===== config.mk =====
export PLATFORM = sky130hd
export DESIGN_NAME = pc_fetch_unit
export DESIGN_NICKNAME = d
export VERILOG_FILES = /design/src/rtl/pc_fetch_unit.sv
export SDC_FILE = /design/constraint.sdc
export NUM_CORES = 1
export LEC_CHECK = 0
export ABC_AREA = 1
export CORE_ASPECT_RATIO = 0.6
export CORE_MARGIN = 2
export CORE_UTILIZATION = 53
export CTS_CLUSTER_SIZE = 28
export DETAILED_ROUTE_END_ITERATION = 16
export PLACE_DENSITY = 0.95
export SLEW_MARGIN = 15
export SYNTH_ARGS = -nofsm -noshare
export SYNTH_HDL_FRONTEND = slang
export SYNTH_SLANG_ARGS = --single-unit

===== constraint.sdc =====
create_clock -name CLK -period 10.8 [get_ports CLK]
set_clock_uncertainty 0.2 [all_clocks]
set_input_delay 3.24 -clock CLK [delete_from_list [all_inputs] [get_ports CLK]]
set_output_delay 3.24 -clock CLK [all_outputs]
set_load 0.05 [all_outputs]

===== src/rtl/pc_fetch_unit.sv =====
// PC stage: holds the fetch address, selects the next PC and tracks
// run/halt/fault state plus a retired-instruction count.
module pc_fetch_unit #(
  parameter int unsigned ADDRESS_WIDTH = 32,
  parameter int unsigned INSTR_WIDTH   = 32,
  parameter int unsigned MEM_DEPTH     = 100,
  parameter logic [ADDRESS_WIDTH-1:0] RESET_ADDRESS = '0,
  parameter logic [INSTR_WIDTH-1:0]   HALT_WORD     = '1
) (
  input  logic                     CLK,
  input  logic                     RST,
  input  logic                     Stall,
  input  logic                     Branch,
  input  logic                     Zero,
  input  logic [31:0]              SignImm,
  input  logic                     Jump,
  input  logic [25:0]              JumpIndex,
  input  logic                     JumpReg,
  input  logic [ADDRESS_WIDTH-1:0] RegTarget,
  input  logic [INSTR_WIDTH-1:0]   Instr,
  output logic [ADDRESS_WIDTH-1:0] InstrAddress,
  output logic [ADDRESS_WIDTH-1:0] PCPlus4,
  output logic                     Running,
  output logic                     Halted,
  output logic                     Fault,
  output logic [31:0]              RetiredCount
);

  localparam int unsigned AW = ADDRESS_WIDTH;
  localparam logic [AW-1:0] LIMIT = AW'(MEM_DEPTH * 4);

  typedef enum logic [1:0] {
    BOOT,
    RUN,
    HALT,
    FAULT
  } state_t;

  state_t        state_q, state_d;
  logic [AW-1:0] pc_q, pc_d;
  logic [31:0]   cnt_q, cnt_d;
  logic [AW-1:0] br_tgt, j_tgt, next_pc;
  logic          illegal;

  assign PCPlus4 = pc_q + AW'(4);
  assign br_tgt  = PCPlus4 + AW'($signed({SignImm, 2'b00}));
  assign j_tgt   = {PCPlus4[AW-1:28], JumpIndex, 2'b00};

  always_comb begin
    next_pc = PCPlus4;
    priority case (1'b1)
      JumpReg:         next_pc = RegTarget;
      Jump:            next_pc = j_tgt;
      Branch && Zero:  next_pc = br_tgt;
      default:         next_pc = PCPlus4;
    endcase
  end

  // PC+4 wrapping to zero is covered because the old PC was already legal
  assign illegal = (next_pc[1:0] != 2'b00) || (next_pc >= LIMIT);

  always_comb begin
    state_d = state_q;
    pc_d    = pc_q;
    cnt_d   = cnt_q;
    unique case (state_q)
      BOOT: state_d = RUN;
      RUN: begin
        if (!Stall) begin
          if (Instr == HALT_WORD) begin
            state_d = HALT;
          end else if (illegal) begin
            state_d = FAULT;
          end else begin
            pc_d  = next_pc;
            cnt_d = cnt_q + 32'd1;
          end
        end
      end
      default: state_d = state_q;
    endcase
  end

  always_ff @(posedge CLK or negedge RST) begin
    if (!RST) begin
      state_q <= BOOT;
      pc_q    <= RESET_ADDRESS;
      cnt_q   <= '0;
    end else begin
      state_q <= state_d;
      pc_q    <= pc_d;
      cnt_q   <= cnt_d;
    end
  end

  assign InstrAddress = pc_q;
  assign RetiredCount = cnt_q;
  assign Running      = (state_q == RUN);
  assign Halted       = (state_q == HALT);
  assign Fault        = (state_q == FAULT);

endmodule


# == Yosys cells after proc, flatten, opt, wreduce, memory -nomap -nowiden ==
# Index checks and enable logic that the tools add are counted.
# word_totals
n_memories,0
reg_bits,66
latch_bits,0
romBits,0
ramBits,0
elab_cells,30
in_bits,129
# classes
n_lt_le_gt_ge,1
n_reduce_logical,7
muxes,7
add_sub_neg,3
mul,0
n_bitwise,3
n_shift,0
div_mod_pow,0
n_eq_ne,6
# op_table
op,count
32-bit 2-to-1 mux,3
"32-bit by 1-bit adder with 32-bit output, second input constant",1
"32-bit by 3-bit adder with 32-bit output, second input constant",1
32-bit adder,1
"32-bit equality test, second input constant",1
"32-bit by 9-bit >= comparator with 1-bit output, second input constant",1
2-bit 2-to-1 mux,3
"2-bit equality test, second input constant",2
2-bit one-hot mux with 2 select lines,1
4-bit AND reduction,1
2-bit nonzero test,2
"3-bit by 1-bit != test with 1-bit output, second input constant",1
1-bit inverter,3
3-bit AND reduction,1
"2-bit by 1-bit equality test with 1-bit output, second input constant",1
2-bit logical NOT,1
"2-bit != test, second input constant",1
1-bit logical AND,1
1-bit logical OR,1

# == Depth between registers and ports, before layout ==
# logic_depth
ltp_word,11
mapped_depth,33
ltp_nobuf,32

# == Worst setup path after synthesis ==
# Ideal clock, no wire load.
# synth_timing
path_kind,input -> register
startpoint,input SignImm[0]
endpoint,register cnt_q[28] (netlist: RetiredCount[28])
slack_ns,4.972
setup_time_ns,0.119
arrival_time_ns,5.508
path_stages,23
cell_sequence,ha_1 fa_1 nand2_1 nand2_1 nand3_1 nand2_1 nand2_1 nand2_1 nand2_1 nand2_1 nand2_1 nand3_1 nand2_1 nand2_1 nor2_1 nand4_1 nor2_2 nand3_2 buf_6 nor2_4 nand2_1 nand2_1 nand2_1
# synth_between
elab_chain_len,8
# synth_rtl
element,line,source
from (decl),15,"input logic [31:0] SignImm,"
32-bit adder,46,"assign br_tgt = PCPlus4 + AW'($signed({SignImm, 2'b00}));"
32-bit 2-to-1 mux (3 in series),51,priority case (1'b1)
32-bit by 9-bit >= comparator with 1-bit output,60,assign illegal = (next_pc[1:0] != 2'b00) || (next_pc >= LIMIT);
1-bit logical OR,60,
1-bit inverter (no source line),-,
4-bit AND reduction (no source line),-,
to (signal assigned),92,cnt_q <= cnt_d;
to (decl),41,"logic [31:0] cnt_q, cnt_d;"
# Every way passes these cells.
# A chain may end at the register's enable or synchronous reset.

# == Worst setup path after layout ==
# layout_timing
startpoint,input Branch
endpoint,register cnt_q[10] (netlist: RetiredCount[10])
# layout_between
elab_chain_len,8
# layout_rtl
element,line,source
from (decl),13,"input logic Branch,"
1-bit logical AND *,54,Branch && Zero: next_pc = br_tgt;
32-bit 2-to-1 mux * (3 in series),51,
32-bit by 9-bit >= comparator with 1-bit output or 2-bit nonzero test (tied branches),60,
1-bit logical OR *,60,
1-bit inverter (no source line) *,-,
4-bit AND reduction (no source line) *,-,
# Every way passes the cells marked *; elsewhere a longest branch is shown, timed or not.

==> results by group <==
Yosys
  • Yosys warns: 0
  • Flops & latches, synth: 66
  • Syn avg cell area: 5.52 um2
  • Number of distinct library cell variants in the gate-level netlist after synthesis: 42
  • Post-synthesis instance area: 7860 um2
  • Sequential element share of the synthesized area: 21.0%
  • Synthesized instance count: ~1400
  • Number of nets in the synthesized netlist: 1584

Critical path
  • Critical path endpoint category: flip-flop
  • Type of the setup path with the least slack: input pin to flip-flop
  • Source of the worst register-to-register timing path: InstrAddress[2]
  • CP arrival: ~8500 ps
  • Worst Setup SP: Branch
  • Worst EP required: 10830 ps
  • Setup crit start kind: input pin
  • Critical path peak fanout: 38

STA
  • Final total negative setup slack: 0 ps
  • Worst Tran Pin Value: approximately 950 ps
  • Hold violation count in the final report: 0
  • Normalized max-slew margin: a little over a third
  • Final setup violation count: 0
  • Maximum clock frequency: about 120 MHz
  • Final Critical Period: approximately 8400 ps
  • RSZ-0062 raised after global routing: no
  • Setup slack of the critical path after layout: approximately 2400 ps
  • Part of the cycle the worst path needs: around 80%
  • Pins over their slew limit: 0

Clock tree
  • Total of cells resized after clock tree synthesis: 0
  • Number of buffers inserted during clock tree synthesis: 9
  • Count of buffers added by post-CTS timing repair for setup: 0
  • Root buf cell: sky130_fd_sc_hd__clkbuf_16
  • CTS Sinks: 66
  • Insertion delay of the later-clocked pin in the worst-skew pair: between 300 and 400 ps
  • Hold-fix buffer count after cts: 0
  • CTS tree: yes
  • Clock transition time at the flip-flop clock pins of the worst setup and hold paths: roughly 60 ps
  • Buffer depth of the longest clock path: 2
  • Clock H-tree levels: 3

Routing
  • Post-route DRC: 0
  • Vias after detailed routing: ~10000
  • Detailed Routing Iterations Pass 1: 10
  • Antenna Nets Post-Route: 0
  • Detail-routed via count per cell: between 5 and 6
  • Detailed Route Iter0 Violations: ~1500
  • Detailed-route wire length per cell: 17.8 um
  • Total length of routed wires: ~33 mm

GRT
  • Total track usage: 41.2%
  • Largest net degree at the start of global routing: between 60 and 70
  • Number of antenna violations at the first check in global routing: 0
  • Number of global-route vias before repair: ~9600
  • Wire length of the first global-routing pass: 51.2 mm
  • Overflow left after global routing: 0

Power
  • Power per cell area: 69.2 nW/um2
  • Leakage power: around 5.6 nW
  • VDD IR max: about 0.000074 V
  • Total chip power: between 0.0007 and 0.0008 W

Min path
  • Class of the most critical hold timing path: flip-flop to flip-flop
  • Hold_sp: state_q[1]

Die
  • Width of the die: 161 um
  • Vertical die dimension: around 98 um
  • Initial core utilization: a little over half
  • Top-level port count: roughly 230
  • Std-Cell Rows: 34
  • Floorplan die area: around 16000 um2
  • CORE AREA: between 10000 and 15000 um2

Final layout
  • Synth-to-Final Area Change: 34.9%
  • Ant diodes: 0
  • Leading cell type in the layout, fill and taps excluded: sky130_fd_sc_hd__nand2_1
  • Layout cell share with drive strength beyond 1: ~5.3%
  • Number of nets in the finished design: between 1500 and 2000
  • Final cell count without fillers: roughly 1800
  • Most used cells in the layout excluding fill and tap cells: sky130_fd_sc_hd__nand2_1 (556), sky130_fd_sc_hd__clkdlybuf4s50_1 (224), sky130_fd_sc_hd__inv_1 (223), sky130_fd_sc_hd__nor2_1 (135), sky130_fd_sc_hd__nand3_1 (133)

Placement
  • Quantity of I/O buffers inserted on ports: between 200 and 250
  • HPWL after detailed placement: 26.5 mm
  • Gp weighted congestion: between 0.9 and 1
  • Dpl ws: roughly 2400 ps
  • Post-placement cell count: about 1800

Job
  • # Max-Cap Violations: 0

Outcome
  • Outcome: finished clean
-- cell usage after synthesis (all sizes together) --
cell,n,area share (%)
nand2,563,27
inv,247,12
nor2,158,8.7
nand3,135,8.7
dfrtp,66,21
nand4,35,2.8
a21oi,34,2.2
ha,31,4.9
nor3,26,1.9
o21ai,21,1.3
buf,14,1.2
nand3b,14,1.3
xor2,13,1.4
and2,10,0.86
clkbuf,9,0.43
clkinv,9,0.43
o21bai,7,0.67
o22ai,6,0.48
or2,5,0.40
nor4,4,0.32
xnor2,4,0.45
a21boi,3,0.33
a22o,2,0.22
and3,2,0.16
a21o,1,0.096
a221oi,1,0.11
fa,1,0.25
o211ai,1,0.096
o21a,1,0.096
-- through the flow --
step | hold slack (ps) | util, % | instance area (um2)
2_1_floorplan | 271 | - | 7860
3_3_place_gp | 287 | 70.8 | 10300
3_5_place_dp | 304 | 70.8 | 10300
4_1_cts | 323 | 73.1 | 10600
5_1_grt | 351 | 73.1 | 10600
6_report | 331 | 73.1 | 10600
-- worst max-delay path, cell delays in order --
cell,delay (ps)
sky130_fd_sc_hd__clkdlybuf4s50_1,430
sky130_fd_sc_hd__nand2_1,640
sky130_fd_sc_hd__inv_2,480
sky130_fd_sc_hd__nand2_1,490
sky130_fd_sc_hd__o21ai_0,200
sky130_fd_sc_hd__a21oi_1,210
sky130_fd_sc_hd__nand3_1,140
sky130_fd_sc_hd__nand2_1,130
sky130_fd_sc_hd__nor2_1,60
sky130_fd_sc_hd__nor2_1,110
sky130_fd_sc_hd__nand2_1,60
sky130_fd_sc_hd__nor2_1,140
sky130_fd_sc_hd__nand3_1,170
sky130_fd_sc_hd__nor2_2,190
sky130_fd_sc_hd__nand3_2,740
sky130_fd_sc_hd__inv_1,690
sky130_fd_sc_hd__nand2_1,150
sky130_fd_sc_hd__nand2_1,90
sky130_fd_sc_hd__nand2_1,50
-- layout make-up --
| type | instances | area, um2 |
|---|---|---|
| Fill cell | 1195 | 3900 |
| Tap cell | 198 | 248 |
| Multi-Input combinational cell | 1078 | 5120 |
| Clock buffer | 11 | 253 |
| Inverter | 256 | 961 |
| Sequential cell | 66 | 1650 |
| Clock inverter | 5 | 85.1 |
| Timing Repair Buffer | 230 | 2280 |
-- routing by layer --
layer  share of wire, %  wire [um]  GRT usage (%)
met4                2.4        805           9.07
met5                  0          0              0
met2                 39      12900           58.8
met3                 16       5170           12.5
met1                 43      14000           61.0
-- report_power, final --
part	internal (W)	total [W]	leakage (nW)	switching, W
clock network	0.000216	0.000336	0.162	0.000120
logic	0.0000681	0.000150	4.55	0.0000821
registers	0.000247	0.000247	0.902	0.0000000000211
total	0.000531	0.000734	5.62	0.000202
-- cells by family after synthesis --
| logic type | Yosys count | synth area share [%] |
|---|---|---|
| and+or+nand+nor | 952 | 52.5 |
| buffers and inverters | 279 | 13.8 |
| AOI/OAI and AO/OA | 77 | 5.60 |
| DFF | 66 | 21.0 |
| adders and majority gates | 32 | 5.19 |
| xor gates and xnor gates | 17 | 1.89 |
-- worst paths after layout --
path | end | slack [ps] | cells past startpoint
min | state_q[1] | 330 | 2
max | RetiredCount[10] | 2360 | 19
min reg2reg | state_q[1] | 330 | 2
max in group asynchronous | InstrAddress[11] | 6930 | 2
min in group asynchronous | RetiredCount[28] | 2890 | 2
max reg2reg | RetiredCount[10] | 4550 | 28
-- sequential cells by signal, indices dropped and copies added, names as in the netlist --
register	flops
RetiredCount	32
InstrAddress	32
state_q	2
(Power assumes the default switching activity.)
